==> config.mk <==
export PLATFORM = sky130hd
export DESIGN_NAME = mer_meas_ctrl
export DESIGN_NICKNAME = d
export VERILOG_FILES = /design/src/rtl/mer_meas_ctrl_pkg.sv /design/src/rtl/mer_result_reg.sv /design/src/rtl/mer_meas_ctrl.sv
export SDC_FILE = /design/constraint.sdc
export NUM_CORES = 1
export LEC_CHECK = 0
export ABC_CLOCK_PERIOD_IN_PS = 13300
export BUFFER_PORTS_ARGS = -buffer_cell sky130_fd_sc_hd__buf_2
export CAP_MARGIN = 0
export CORE_MARGIN = 3
export CORE_UTILIZATION = 50
export CTS_CLUSTER_DIAMETER = 30
export DETAILED_ROUTE_END_ITERATION = 10
export GPL_ROUTABILITY_DRIVEN = 1
export PLACE_DENSITY = 0.86
export SYNTH_ARGS = -nofsm -noshare
export SYNTH_HDL_FRONTEND = slang
export SYNTH_SLANG_ARGS = --single-unit
==> constraint.sdc <==
create_clock -name sys_clk -period 13.3 [get_ports sys_clk]
set_clock_uncertainty 0.15 [all_clocks]
set_input_delay 2.66 -clock sys_clk [delete_from_list [all_inputs] [get_ports sys_clk]]
set_output_delay 2.66 -clock sys_clk [all_outputs]
set_load 0.02 [all_outputs]
==> src/rtl/mer_meas_ctrl_pkg.sv <==
// Shared types and helpers for the MER measurement sequencer and the
// avg_err_squared_55 accumulators that feed it.
package mer_meas_ctrl_pkg;

  localparam int DEF_SQ_W  = 56;
  localparam int DEF_CNT_W = 24;

  typedef enum logic [2:0] {
    ST_IDLE    = 3'd0,
    ST_SETTLE  = 3'd1,
    ST_ALIGN   = 3'd2,
    ST_MEASURE = 3'd3,
    ST_DRAIN   = 3'd4
  } state_t;

  // Add a 0..2 symbol-error increment to a counter of width w, clamping at 2^w-1.
  function automatic logic [63:0] sat_add(input logic [63:0] a,
                                          input logic [1:0]  b,
                                          input int          w);
    logic [63:0] max_v;
    logic [64:0] sum;
    max_v = (w >= 64) ? '1 : ((64'd1 << w) - 64'd1);
    sum   = {1'b0, a} + {63'd0, b};
    if (sum > {1'b0, max_v})
      return max_v;
    return sum[63:0];
  endfunction

endpackage

==> src/rtl/mer_result_reg.sv <==
// Window result holding registers with valid/ready handoff to the
// SignalTap/ISSP consumer and a sticky overrun flag.
module mer_result_reg
  import mer_meas_ctrl_pkg::*;
#(
  parameter int SQ_W  = DEF_SQ_W,
  parameter int CNT_W = DEF_CNT_W
) (
  input  logic             sys_clk,
  input  logic             reset,
  input  logic             load,
  input  logic             flush,
  input  logic             clear_overrun,
  input  logic [SQ_W-1:0]  sq_i,
  input  logic [SQ_W-1:0]  sq_q,
  input  logic [CNT_W-1:0] err_cnt,
  input  logic [7:0]       win_idx,
  input  logic             res_ready,
  output logic             res_valid,
  output logic [SQ_W-1:0]  res_sq_i,
  output logic [SQ_W-1:0]  res_sq_q,
  output logic [CNT_W-1:0] res_err_cnt,
  output logic [7:0]       res_win_idx,
  output logic             overrun,
  output logic             accept
);

  assign accept = res_valid & res_ready;

  always_ff @(posedge sys_clk or posedge reset) begin
    if (reset) begin
      res_sq_i    <= '0;
      res_sq_q    <= '0;
      res_err_cnt <= '0;
      res_win_idx <= '0;
    end else if (load) begin
      res_sq_i    <= sq_i;
      res_sq_q    <= sq_q;
      res_err_cnt <= err_cnt;
      res_win_idx <= win_idx;
    end
  end

  // A load wins over a same-edge acceptance: the new result stays valid.
  always_ff @(posedge sys_clk or posedge reset) begin
    if (reset)
      res_valid <= 1'b0;
    else if (flush)
      res_valid <= 1'b0;
    else if (load)
      res_valid <= 1'b1;
    else if (accept)
      res_valid <= 1'b0;
  end

  always_ff @(posedge sys_clk or posedge reset) begin
    if (reset)
      overrun <= 1'b0;
    else if (clear_overrun)
      overrun <= 1'b0;
    else if (load && res_valid && !res_ready)
      overrun <= 1'b1;
  end

endmodule

==> src/rtl/mer_meas_ctrl.sv <==
// Sequencer for the I/Q MER measurement: settle, align to the LFSR period,
// then count symbol errors and latch error squares over NUM_WIN windows.
//
//   state   | meaning
//   IDLE    | waiting for start
//   SETTLE  | counting down SETTLE_SYMS symbols of pipeline fill
//   ALIGN   | waiting for the first LFSR cycle pulse
//   MEASURE | accumulating errors; each cycle pulse closes a window
//   DRAIN   | last result published, waiting for it to be accepted
module mer_meas_ctrl
  import mer_meas_ctrl_pkg::*;
#(
  parameter int SETTLE_SYMS = 16,
  parameter int NUM_WIN     = 4,
  parameter int CNT_W       = DEF_CNT_W,
  parameter int SQ_W        = DEF_SQ_W
) (
  input  logic             sys_clk,
  input  logic             reset,
  input  logic             sym_clk_en,
  input  logic             cycle,
  input  logic             start,
  input  logic             abort,
  input  logic             sym_err_i,
  input  logic             sym_err_q,
  input  logic [SQ_W-1:0]  err_square_i,
  input  logic [SQ_W-1:0]  err_square_q,
  output logic             busy,
  output logic             res_valid,
  input  logic             res_ready,
  output logic [SQ_W-1:0]  res_sq_i,
  output logic [SQ_W-1:0]  res_sq_q,
  output logic [CNT_W-1:0] res_err_cnt,
  output logic [7:0]       res_win_idx,
  output logic             overrun,
  output logic             done
);

  localparam int         SET_W    = (SETTLE_SYMS < 2) ? 1 : $clog2(SETTLE_SYMS + 1);
  localparam logic [7:0] LAST_WIN = 8'(NUM_WIN - 1);

  state_t             state_q, state_d;
  logic [SET_W-1:0]   settle_q, settle_d;
  logic [CNT_W-1:0]   cnt_q, cnt_d;
  logic [7:0]         win_q, win_d;
  logic               done_q, done_d;
  logic [1:0]         sym_errs;
  logic [CNT_W-1:0]   cnt_inc;
  logic               close;
  logic               start_go;
  logic               accept;

  assign sym_errs = {1'b0, sym_err_i} + {1'b0, sym_err_q};
  assign cnt_inc  = CNT_W'(sat_add(64'(cnt_q), sym_errs, CNT_W));
  assign busy     = (state_q != ST_IDLE);
  assign done     = done_q;

  always_ff @(posedge sys_clk or posedge reset) begin
    if (reset) begin
      state_q  <= ST_IDLE;
      settle_q <= '0;
      cnt_q    <= '0;
      win_q    <= '0;
      done_q   <= 1'b0;
    end else begin
      state_q  <= state_d;
      settle_q <= settle_d;
      cnt_q    <= cnt_d;
      win_q    <= win_d;
      done_q   <= done_d;
    end
  end

  always_comb begin
    state_d  = state_q;
    settle_d = settle_q;
    cnt_d    = cnt_q;
    win_d    = win_q;
    done_d   = 1'b0;
    close    = 1'b0;
    start_go = 1'b0;
    if (abort) begin
      state_d  = ST_IDLE;
      settle_d = '0;
      cnt_d    = '0;
      win_d    = '0;
    end else begin
      case (state_q)
        ST_IDLE: begin
          if (start) begin
            state_d  = ST_SETTLE;
            settle_d = SET_W'(SETTLE_SYMS);
            start_go = 1'b1;
          end
        end
        ST_SETTLE: begin
          if (settle_q == '0)
            state_d = ST_ALIGN;
          else if (sym_clk_en)
            settle_d = settle_q - SET_W'(1);
        end
        ST_ALIGN: begin
          // The aligning symbol itself is not part of any window.
          if (sym_clk_en && cycle) begin
            state_d = ST_MEASURE;
            cnt_d   = '0;
            win_d   = '0;
          end
        end
        ST_MEASURE: begin
          if (sym_clk_en) begin
            if (cycle) begin
              close = 1'b1;
              cnt_d = '0;
              win_d = win_q + 8'd1;
              if (win_q == LAST_WIN)
                state_d = ST_DRAIN;
            end else begin
              cnt_d = cnt_inc;
            end
          end
        end
        ST_DRAIN: begin
          if (!res_valid || accept) begin
            state_d = ST_IDLE;
            done_d  = 1'b1;
          end
        end
        default: state_d = ST_IDLE;
      endcase
    end
  end

  mer_result_reg #(
    .SQ_W  (SQ_W),
    .CNT_W (CNT_W)
  ) u_result (
    .sys_clk       (sys_clk),
    .reset         (reset),
    .load          (close),
    .flush         (abort),
    .clear_overrun (start_go),
    .sq_i          (err_square_i),
    .sq_q          (err_square_q),
    .err_cnt       (cnt_inc),
    .win_idx       (win_q),
    .res_ready     (res_ready),
    .res_valid     (res_valid),
    .res_sq_i      (res_sq_i),
    .res_sq_q      (res_sq_q),
    .res_err_cnt   (res_err_cnt),
    .res_win_idx   (res_win_idx),
    .overrun       (overrun),
    .accept        (accept)
  );

endmodule
# [Word level (Yosys, flattened, before mapping)]
# Index checks and enable logic that the tools add are counted.
[op_classes] addsub=4 bitwise_logic=1 muxes=42 n_eq_ne=14 reduce_logical=17 order_cmp=1
[ops] cell="$mux W24" n=6
[ops] cell="$pmux W24 S2" n=1
[ops] cell="$mux W8" n=4
[ops] cell="$ne A3 B3 Y1 const B" n=9
[ops] cell="$add A24 B2 Y25" n=1
[ops] cell="$gt A25 B24 Y1 const B" n=1
[ops] cell="$mux W3" n=8
[ops] cell="$mux W5" n=4
[ops] cell="$mux W1" n=16
[ops] cell="$pmux W8 S2" n=1
[ops] cell="$pmux W3 S5" n=1
[ops] cell="$reduce_bool A3 Y1" n=4
[ops] cell="$pmux W5 S2" n=1
[ops] cell="$add A8 B1 Y8 const B" n=1
[ops] cell="$eq A8 B2 Y1 const B" n=1
[ops] cell="$reduce_and A4 Y1" n=2
[ops] cell="$reduce_and A7 Y1" n=1
[ops] cell="$eq A3 B2 Y1 const B" n=2
[ops] cell="$logic_not A5 Y1" n=1
[ops] cell="$sub A5 B1 Y5 const B" n=1
[ops] cell="$eq A3 B1 Y1 const B" n=1
[ops] cell="$eq A3 B3 Y1 const B" n=1
[ops] cell="$logic_and A1 B1 Y1" n=3
[ops] cell="$logic_not A3 Y1" n=1
[ops] cell="other kinds (6)" n=7
[totals] in_bits=121 ff_bits=187 out_inout_bits=148 word_cells=90

# [Depth between registers and ports, before layout]
# Gate-level depths: netlist of the first run.
[logic_depth] depth_word=9 ltp_mapped=9 ltp_nobuf=7

# [Hierarchy]
# A second synthesis of the first run with hierarchy kept.
[hier_totals] cells_unflattened=652 area_unflattened_um2=8386.8
[by_module_without_submodules] mod="mer_result_reg" cells_per_inst=313 seq_area_each_um2=3653.5 area_each_um2=5634.2 instances=1
[by_module_without_submodules] mod="mer_meas_ctrl" cells_per_inst=339 seq_area_each_um2=1026.0 area_each_um2=2752.6 instances=1

# [Worst setup path after synthesis of the first run]
# No wires, ideal clock.
[synth_path] kind="input port to flip-flop" startpoint="input sym_err_i" endpoint="register cnt_q[8]" setup_time_ns=0.083 setup_slack_ns=8.511 arrival_ns=4.556 path_buffers=2 stages=9 required_ns=13.067 cell_sequence="fa_1 -> ha_1 -> nand3_2 -> or4_1 -> buf_2 -> nor3_4 -> buf_6 -> o21ai_0 -> o21ai_0"
[synth_between] elab_chain_cells=9
[synth_rtl] item="from (decl)" line="mer_meas_ctrl.sv:24" rtl="input logic sym_err_i,"
[synth_rtl] item="$add A1 B1 Y2 *" line="mer_meas_ctrl.sv:53" rtl="assign sym_errs = {1'b0, sym_err_i} + {1'b0, sym_err_q};"
[synth_rtl] item="$add A24 B2 Y25 *" line="mer_meas_ctrl_pkg.sv:23" rtl="sum = {1'b0, a} + {63'd0, b};"
[synth_rtl] item="$gt A25 B24 Y1" line="mer_meas_ctrl_pkg.sv:24" rtl="if (sum > {1'b0, max_v})"
[synth_rtl] item="$mux W1" line="mer_meas_ctrl_pkg.sv:24"
[synth_rtl] item="$mux W24 *" line="mer_meas_ctrl_pkg.sv:26" rtl="return sum[63:0];"
[synth_rtl] item="$mux W24 *" line="mer_meas_ctrl.sv:112" rtl="if (cycle) begin"
[synth_rtl] item="$mux W24 *" line="mer_meas_ctrl.sv:111" rtl="if (sym_clk_en) begin"
[synth_rtl] item="$pmux W24 S2 *" line="mer_meas_ctrl.sv:88" rtl="case (state_q)"
[synth_rtl] item="$mux W24 *" line="mer_meas_ctrl.sv:82" rtl="if (abort) begin"
[synth_rtl] item="to (signal assigned)" line="mer_meas_ctrl.sv:68" rtl="cnt_q <= cnt_d;"
[synth_rtl] item="to (decl)" line="mer_meas_ctrl.sv:44" rtl="logic [CNT_W-1:0] cnt_q, cnt_d;"
# Mark *: on every way between the ends. The rest lies on a longest branch, timed or not. The select of a mux whose other input is x is not followed.
# A chain may end at the register's enable or synchronous reset.

# [Final worst setup path of the first run]
[layout_path] startpoint="input sym_err_i" endpoint="register cnt_q[2]"
# The elaborated chain is that of the path after synthesis.

==> results.sh, run 1 <==
export IMPL_synth_top_cell_area_share=0.5777
export IMPL_grt_use_total=0.2497
export IMPL_fin_cells=1403
export IMPL_max_freq_ghz=0.1970
export IMPL_cts_resized_gates=0
export IMPL_cts_buffers=17
export IMPL_fp_dieW_um=133.3
export IMPL_cts_setup_buffers=0
export IMPL_power_total_mw=1.872
export IMPL_synth_nets=1065
export IMPL_routabilityCongestion=0.8777
export IMPL_end_kind="flop"
export IMPL_routedWlPerCell_um=16.08
export IMPL_grt_pass1_vias=6960
export IMPL_cts_htree_levels=4
export IMPL_synth_cell_type_count=50
export IMPL_dieHeight_um=133.3
export IMPL_max_cap_violations=0
export IMPL_status="complete, no violations"
export IMPL_yosys_area_top_type="dfrtp_1"
export IMPL_start_util=0.5213
export IMPL_placed_area_um2=9547
export IMPL_power_switching_uw=662.8
export IMPL_power_density_nw_per_um2=183.5
export IMPL_slew_limit_headroom=0.2278
export IMPL_layout_area_overhead_vs_synth_pct=25.95
export IMPL_drive_gt1_frac=0.2676
export IMPL_start_kind="input port"
export IMPL_ys_ff_latch=187
export IMPL_cp_max_fo=18
export IMPL_synthTopCellsByArea="dfrtp_1 58%, nand2_1 18%, nor2_1 3.2%"
export IMPL_core_area_um2=15540
export IMPL_power_switching_share=0.3540
export IMPL_grt_max_degree=107
export IMPL_drt_first_pass_iters=5
export IMPL_setup_ws_ns=8.225
export IMPL_worstPathRequired_ns=13.46
export IMPL_clock_path_buffers=2
export IMPL_drt_iter0_markers=438
export IMPL_place_ws_ns=7.850
export IMPL_antenna_found_initial=0
export IMPL_holdCritPathClass="flop to flop"
export IMPL_pwr_share_comb=0.287
export IMPL_synthCells=939
export IMPL_setup_viol=0
export IMPL_tns_ns=0
export IMPL_finalCriticalPeriod_ns=5.075
export IMPL_drt_wl_total_mm=22.56
export IMPL_via_per_inst=5.241
export IMPL_async_flop_share=1.000
export IMPL_ys_seq_area_frac=0.5777
export IMPL_avgSynthCellArea_um2=8.626
export IMPL_cts_sinks=187
export IMPL_slew_violations=0
export IMPL_period_share=0.3816
export IMPL_cts_hold_buf=0
export IMPL_diodes=0
export IMPL_cts_tree="yes"
export IMPL_num_rows=45
export IMPL_worst_slew_pin_slew_ns=1.155
export IMPL_nets=1305
export IMPL_cellLeakagePower_nw=5.824
export IMPL_rsz0062_at_grt="false"
export IMPL_dpl_hpwl_mm=15.89
export IMPL_vias=7353
export IMPL_power_frac_seq=0.418
export IMPL_portBuffers=268
export IMPL_final_area_um2=10200
export IMPL_yosys_warnings=0
export IMPL_ant_nets=0
export IMPL_arrival_ns=5.24
export IMPL_p_clk_frac=0.296
export IMPL_synth_edff_count=0
export IMPL_synth_area_um2=8100
export IMPL_yosysMostFrequentCell="nand2_1"
export IMPL_critPathKind="input port to flop"
export IMPL_placedCellCount=1371
export IMPL_cts_clk_slew_worst_paths_ns=0.07
export IMPL_clkLatencyLatePin_ns=0.42
export IMPL_grt_pass1_wl_mm=35.81
export IMPL_overflow=0
export IMPL_hold_viol=0
export IMPL_cts_root_buf="clkbuf_16"
export IMPL_ios=269
export IMPL_drc=0
export IMPL_synthFlopType="dfrtp_1"
export IMPL_dieArea_um2=17760
export IMPL_intPower_mw=1.209
export IMPL_vdd_drop_max_uv=96.89
export IMPL_synth_common_cells="396 x nand2_1, 187 x dfrtp_1, 69 x nor2_1, 50 x o21ai_0, 36 x clkbuf_1"
==> area by class of cell <==
class	instances	area, µm²
fillers	1239	5338
inverters	14	57.56
repair buffers	273	1379
clock inverters	13	202.7
flip-flops and latches	187	4679
multi-input cells	686	3167
clock buffers	19	452.9
well taps	211	264.0
==> layout by cell type, fill, tap and decap left out, drive strengths merged, types with 16 or more instances in the layout <==
master / count
nand2: 396
buf: 273
dfrtp: 187
nor2: 69
o21ai: 53
a21oi: 34
clkbuf: 19
inv: 19
nor3: 16
nand3: 16
==> power groups by stage <==
stage	registers (mW)	clock network, mW	logic [mW]
2_1_floorplan	0.947	0	0.161
3_3_place_gp	0.784	0	0.528
3_5_place_dp	0.789	0	0.541
4_1_cts	0.781	0.563	0.543
5_1_grt	0.798	0.586	0.580
6_report	0.782	0.554	0.536
==> registers in the layout, summed over array words and instances, names as in the netlist <==
name / flops
u_result.res_valid: 1
done: 1
state_q: 3
settle_q: 5
win_q: 8
cnt_q: 24
u_result.res_sq_q: 56
u_result.res_sq_i: 56
u_result.res_err_cnt: 24
u_result.overrun: 1
u_result.res_win_idx: 8
==> worst paths after layout <==
kind | cells after the start | start | to | slack, ns
setup / recovery | 8 | sym_err_i | cnt_q[2] | 8.22
hold / removal | 2 | u_result.res_win_idx[3] | u_result.res_win_idx[3] | 0.32
setup reg to reg | 7 | cnt_q[0] | cnt_q[2] | 10.18
hold reg to reg | 2 | u_result.res_win_idx[3] | u_result.res_win_idx[3] | 0.32
max in group asynchronous | 3 | reset | u_result.res_sq_i[31] | 9.15
min in group asynchronous | 2 | reset | u_result.res_sq_i[43] | 2.24
==> cell families (layout without fill, tap and decap cells) <==
| logic type | after synthesis | in the layout | synth area share |
|---|---|---|---|
| buf+inv | 66 | 319 | 0.03383 |
| compound gates | 125 | 125 | 0.08851 |
| flops | 187 | 187 | 0.5777 |
| fa+ha+maj | 5 | 5 | 0.008650 |
| simple gates | 545 | 545 | 0.2794 |
| xor+xnor | 11 | 11 | 0.01189 |
==> through the flow <==
step | hold slack [ns] | util
after floorplan | 0.3110 | -
after global placement | 0.3018 | 0.6143
after detailed placement | 0.3066 | 0.6143
after CTS | 0.3232 | 0.6565
after global routing | 0.3390 | 0.6565
final | 0.3172 | 0.6565
==> metal layers <==
layer	share of wire	wire, µm	global-route usage
met3	0.059	1341	0.05476
met2	0.50	11200	0.4224
met1	0.41	9181	0.3129
met4	0.037	839	0.1029
met5	0	0	0
==> worst max-delay path: stages <==
cell and delay (ns):
buf_2 0.10, fa_1 0.26, ha_1 0.31, nand3_2 0.18, or4_1 0.71, nor3_4 0.66, a21oi_1 0.15, o21ai_1 0.20
Power figures use the tool's default switching activity.
==> run 2, diff against run 1 <==
--- a/config.mk
+++ b/config.mk
@@ -5,15 +5,15 @@
 export SDC_FILE = /design/constraint.sdc
 export NUM_CORES = 1
 export LEC_CHECK = 0
-export ABC_CLOCK_PERIOD_IN_PS = 13300
+export ABC_CLOCK_PERIOD_IN_PS = 4600
 export BUFFER_PORTS_ARGS = -buffer_cell sky130_fd_sc_hd__buf_2
 export CAP_MARGIN = 0
 export CORE_MARGIN = 3
-export CORE_UTILIZATION = 50
+export CORE_UTILIZATION = 46
 export CTS_CLUSTER_DIAMETER = 30
 export DETAILED_ROUTE_END_ITERATION = 10
 export GPL_ROUTABILITY_DRIVEN = 1
-export PLACE_DENSITY = 0.86
+export PLACE_DENSITY = 0.84
 export SYNTH_ARGS = -nofsm -noshare
 export SYNTH_HDL_FRONTEND = slang
 export SYNTH_SLANG_ARGS = --single-unit
==> constraint.sdc (replaced) <==
create_clock -name sys_clk -period 4.6 [get_ports sys_clk]
set_clock_uncertainty 0.15 [all_clocks]
set_input_delay 0.92 -clock sys_clk [delete_from_list [all_inputs] [get_ports sys_clk]]
set_output_delay 0.92 -clock sys_clk [all_outputs]
set_load 0.02 [all_outputs]
==> results.sh, run 2 (synthesized netlist as in run 1, its figures left out) <==
export IMPL_status="complete, no violations"
export IMPL_routedWlPerCell_um=15.76
export IMPL_cp_max_fo=18
export IMPL_fin_util=0.6042
export IMPL_placedCellCount=1383
export IMPL_intPower_mw=3.380
export IMPL_slew_violations=0
export IMPL_antenna_found_initial=1
export IMPL_end_kind="flop"
export IMPL_cts_buffers=17
export IMPL_setup_viol=0
export IMPL_layout_area_overhead_vs_synth_pct=26.32
export IMPL_holdWs_ns=0.3198
export IMPL_holdCritPathClass="flop to flop"
export IMPL_power_switching_share=0.3616
export IMPL_ios=269
export IMPL_critPathKind="input port to flop"
export IMPL_cts_root_buf="clkbuf_16"
export IMPL_final_area_um2=10230
export IMPL_max_freq_ghz=0.3001
export IMPL_vdd_drop_max_uv=320.7
export IMPL_cts_tree="yes"
export IMPL_cpPeakStageDelay_ns=0.71
export IMPL_start_kind="input port"
export IMPL_reg_top3="u_result.res_sq_i (56), u_result.res_sq_q (56)"
export IMPL_cts_hold_buf=0
export IMPL_drt_iter0_markers=466
export IMPL_vias=7297
export IMPL_clkLatencyLatePin_ns=0.43
export IMPL_ant_nets=0
export IMPL_dpl_hpwl_mm=16.00
export IMPL_worstPathRequired_ns=4.80
export IMPL_drc=0
export IMPL_arrival_ns=3.53
export IMPL_final_common_cell="nand2_1"
export IMPL_max_cap_violations=0
export IMPL_timing_critical_path_buf_inv=1
export IMPL_clock_path_buffers=2
export IMPL_cts_clk_slew_worst_paths_ns=0.07
export IMPL_routabilityCongestion=0.8679
export IMPL_cts_sinks=187
export IMPL_grt_pass1_wl_mm=36.12
export IMPL_placed_area_um2=9629
export IMPL_drt_wl_total_mm=22.32
export IMPL_hold_viol=0
export IMPL_rsz0062_at_grt="false"
export IMPL_slew_limit_headroom=0.2408
export IMPL_power_density_nw_per_um2=517.4
export IMPL_power_switching_mw=1.915
export IMPL_tns_ns=0
export IMPL_period_share=0.7244
export IMPL_cts_resized_gates=0
export IMPL_fp_dieW_um=138.7
export IMPL_nets=1308
export IMPL_grt_pass1_vias=7025
export IMPL_drive_gt1_frac=0.2686
export IMPL_cellLeakagePower_nw=5.824
export IMPL_cts_setup_buffers=0
export IMPL_num_rows=47
export IMPL_pwr_share_comb=0.293
export IMPL_grt_max_degree=84
export IMPL_portBuffers=268
export IMPL_layout_common_cells="396 x nand2_1, 268 x buf_2, 187 x dfrtp_1"
export IMPL_via_per_inst=5.153
export IMPL_worst_slew_pin_slew_ns=1.135
export IMPL_path_delay_family="simple AND/OR/NAND/NOR gates"
export IMPL_dieArea_um2=19240
export IMPL_overflow=0
export IMPL_dieHeight_um=138.7
export IMPL_grt_use_total=0.2290
export IMPL_p_clk_frac=0.283
export IMPL_power_frac_seq=0.424
export IMPL_slowest_stage="or4_1"
export IMPL_drt_first_pass_iters=5
export IMPL_cts_htree_levels=4
export IMPL_power_total_mw=5.295
export IMPL_finalCriticalPeriod_ns=3.332
export IMPL_place_ws_ns=0.9025
export IMPL_core_area_um2=16940
export IMPL_fin_cells=1416
export IMPL_crit_chain="buf_2 > fa_1 > ha_1 > nand3_2 > or4_1 > nor3_4 > o21ai_0 > nand2_1"
export IMPL_setup_ws_ns=1.268
export IMPL_start_util=0.4783
[run 2: cell types whose count changed in the layout (fill, tap and decap cells not counted), moves of 2 or more]
cell       change
bufinv_16      -2
buf_12         +4
inv_8          +2
clkinv_2       +2
inv_6          -2
[run 2: layout make-up]
cell class | instances | area [µm²]
tap | 220 | 275.3
clock buffer | 19 | 442.9
clock inverter | 13 | 157.7
antenna | 1 | 2.502
inverter | 14 | 56.30
multi-input combinational | 686 | 3167
timing repair buffer | 276 | 1451
fill | 1453 | 6704
sequential | 187 | 4679
[run 2: path summary, 6_finish.rpt]
| path | startpoint | end | slack (ns) | cells after the start |
|---|---|---|---|---|
| min in group asynchronous | reset | u_result.res_sq_q[35] | 0.59 | 2 |
| worst max register to register | cnt_q[0] | cnt_q[5] | 1.46 | 7 |
| max in group asynchronous | reset | cnt_q[11] | 2.74 | 3 |
| worst min register to register | u_result.res_sq_i[1] | u_result.res_sq_i[1] | 0.32 | 2 |
| worst max-delay path | sym_err_i | cnt_q[5] | 1.27 | 8 |
| worst min-delay path | u_result.res_sq_i[1] | u_result.res_sq_i[1] | 0.32 | 2 |
[run 2: per-layer routing]
layer	track usage	routed length, µm	vias to the layer above
met5	0	0	-
met4	0.08702	750	0
met3	0.04931	1305	42
met2	0.3985	11400	255
met1	0.2806	8865	3450
li1	-	-	3550
[run 2: power by group through the flow]
stage                     Clock, mW  Combinational (mW)  Sequential [mW]
after detailed placement          0                1.57             2.27
after global routing           1.60                1.68             2.30
after CTS                      1.52                1.57             2.25
final                          1.50                1.55             2.25
after global placement            0                1.52             2.26
after floorplan                   0               0.465             2.74
[run 2: worst reg2reg max path, stage by stage, from the launching register on]
cell and delay (ns):
dfrtp_1 0.38, fa_1 0.26, ha_1 0.27, nand3_2 0.18, or4_1 0.71, nor3_4 0.66, o21ai_0 0.28, nand2_1 0.17
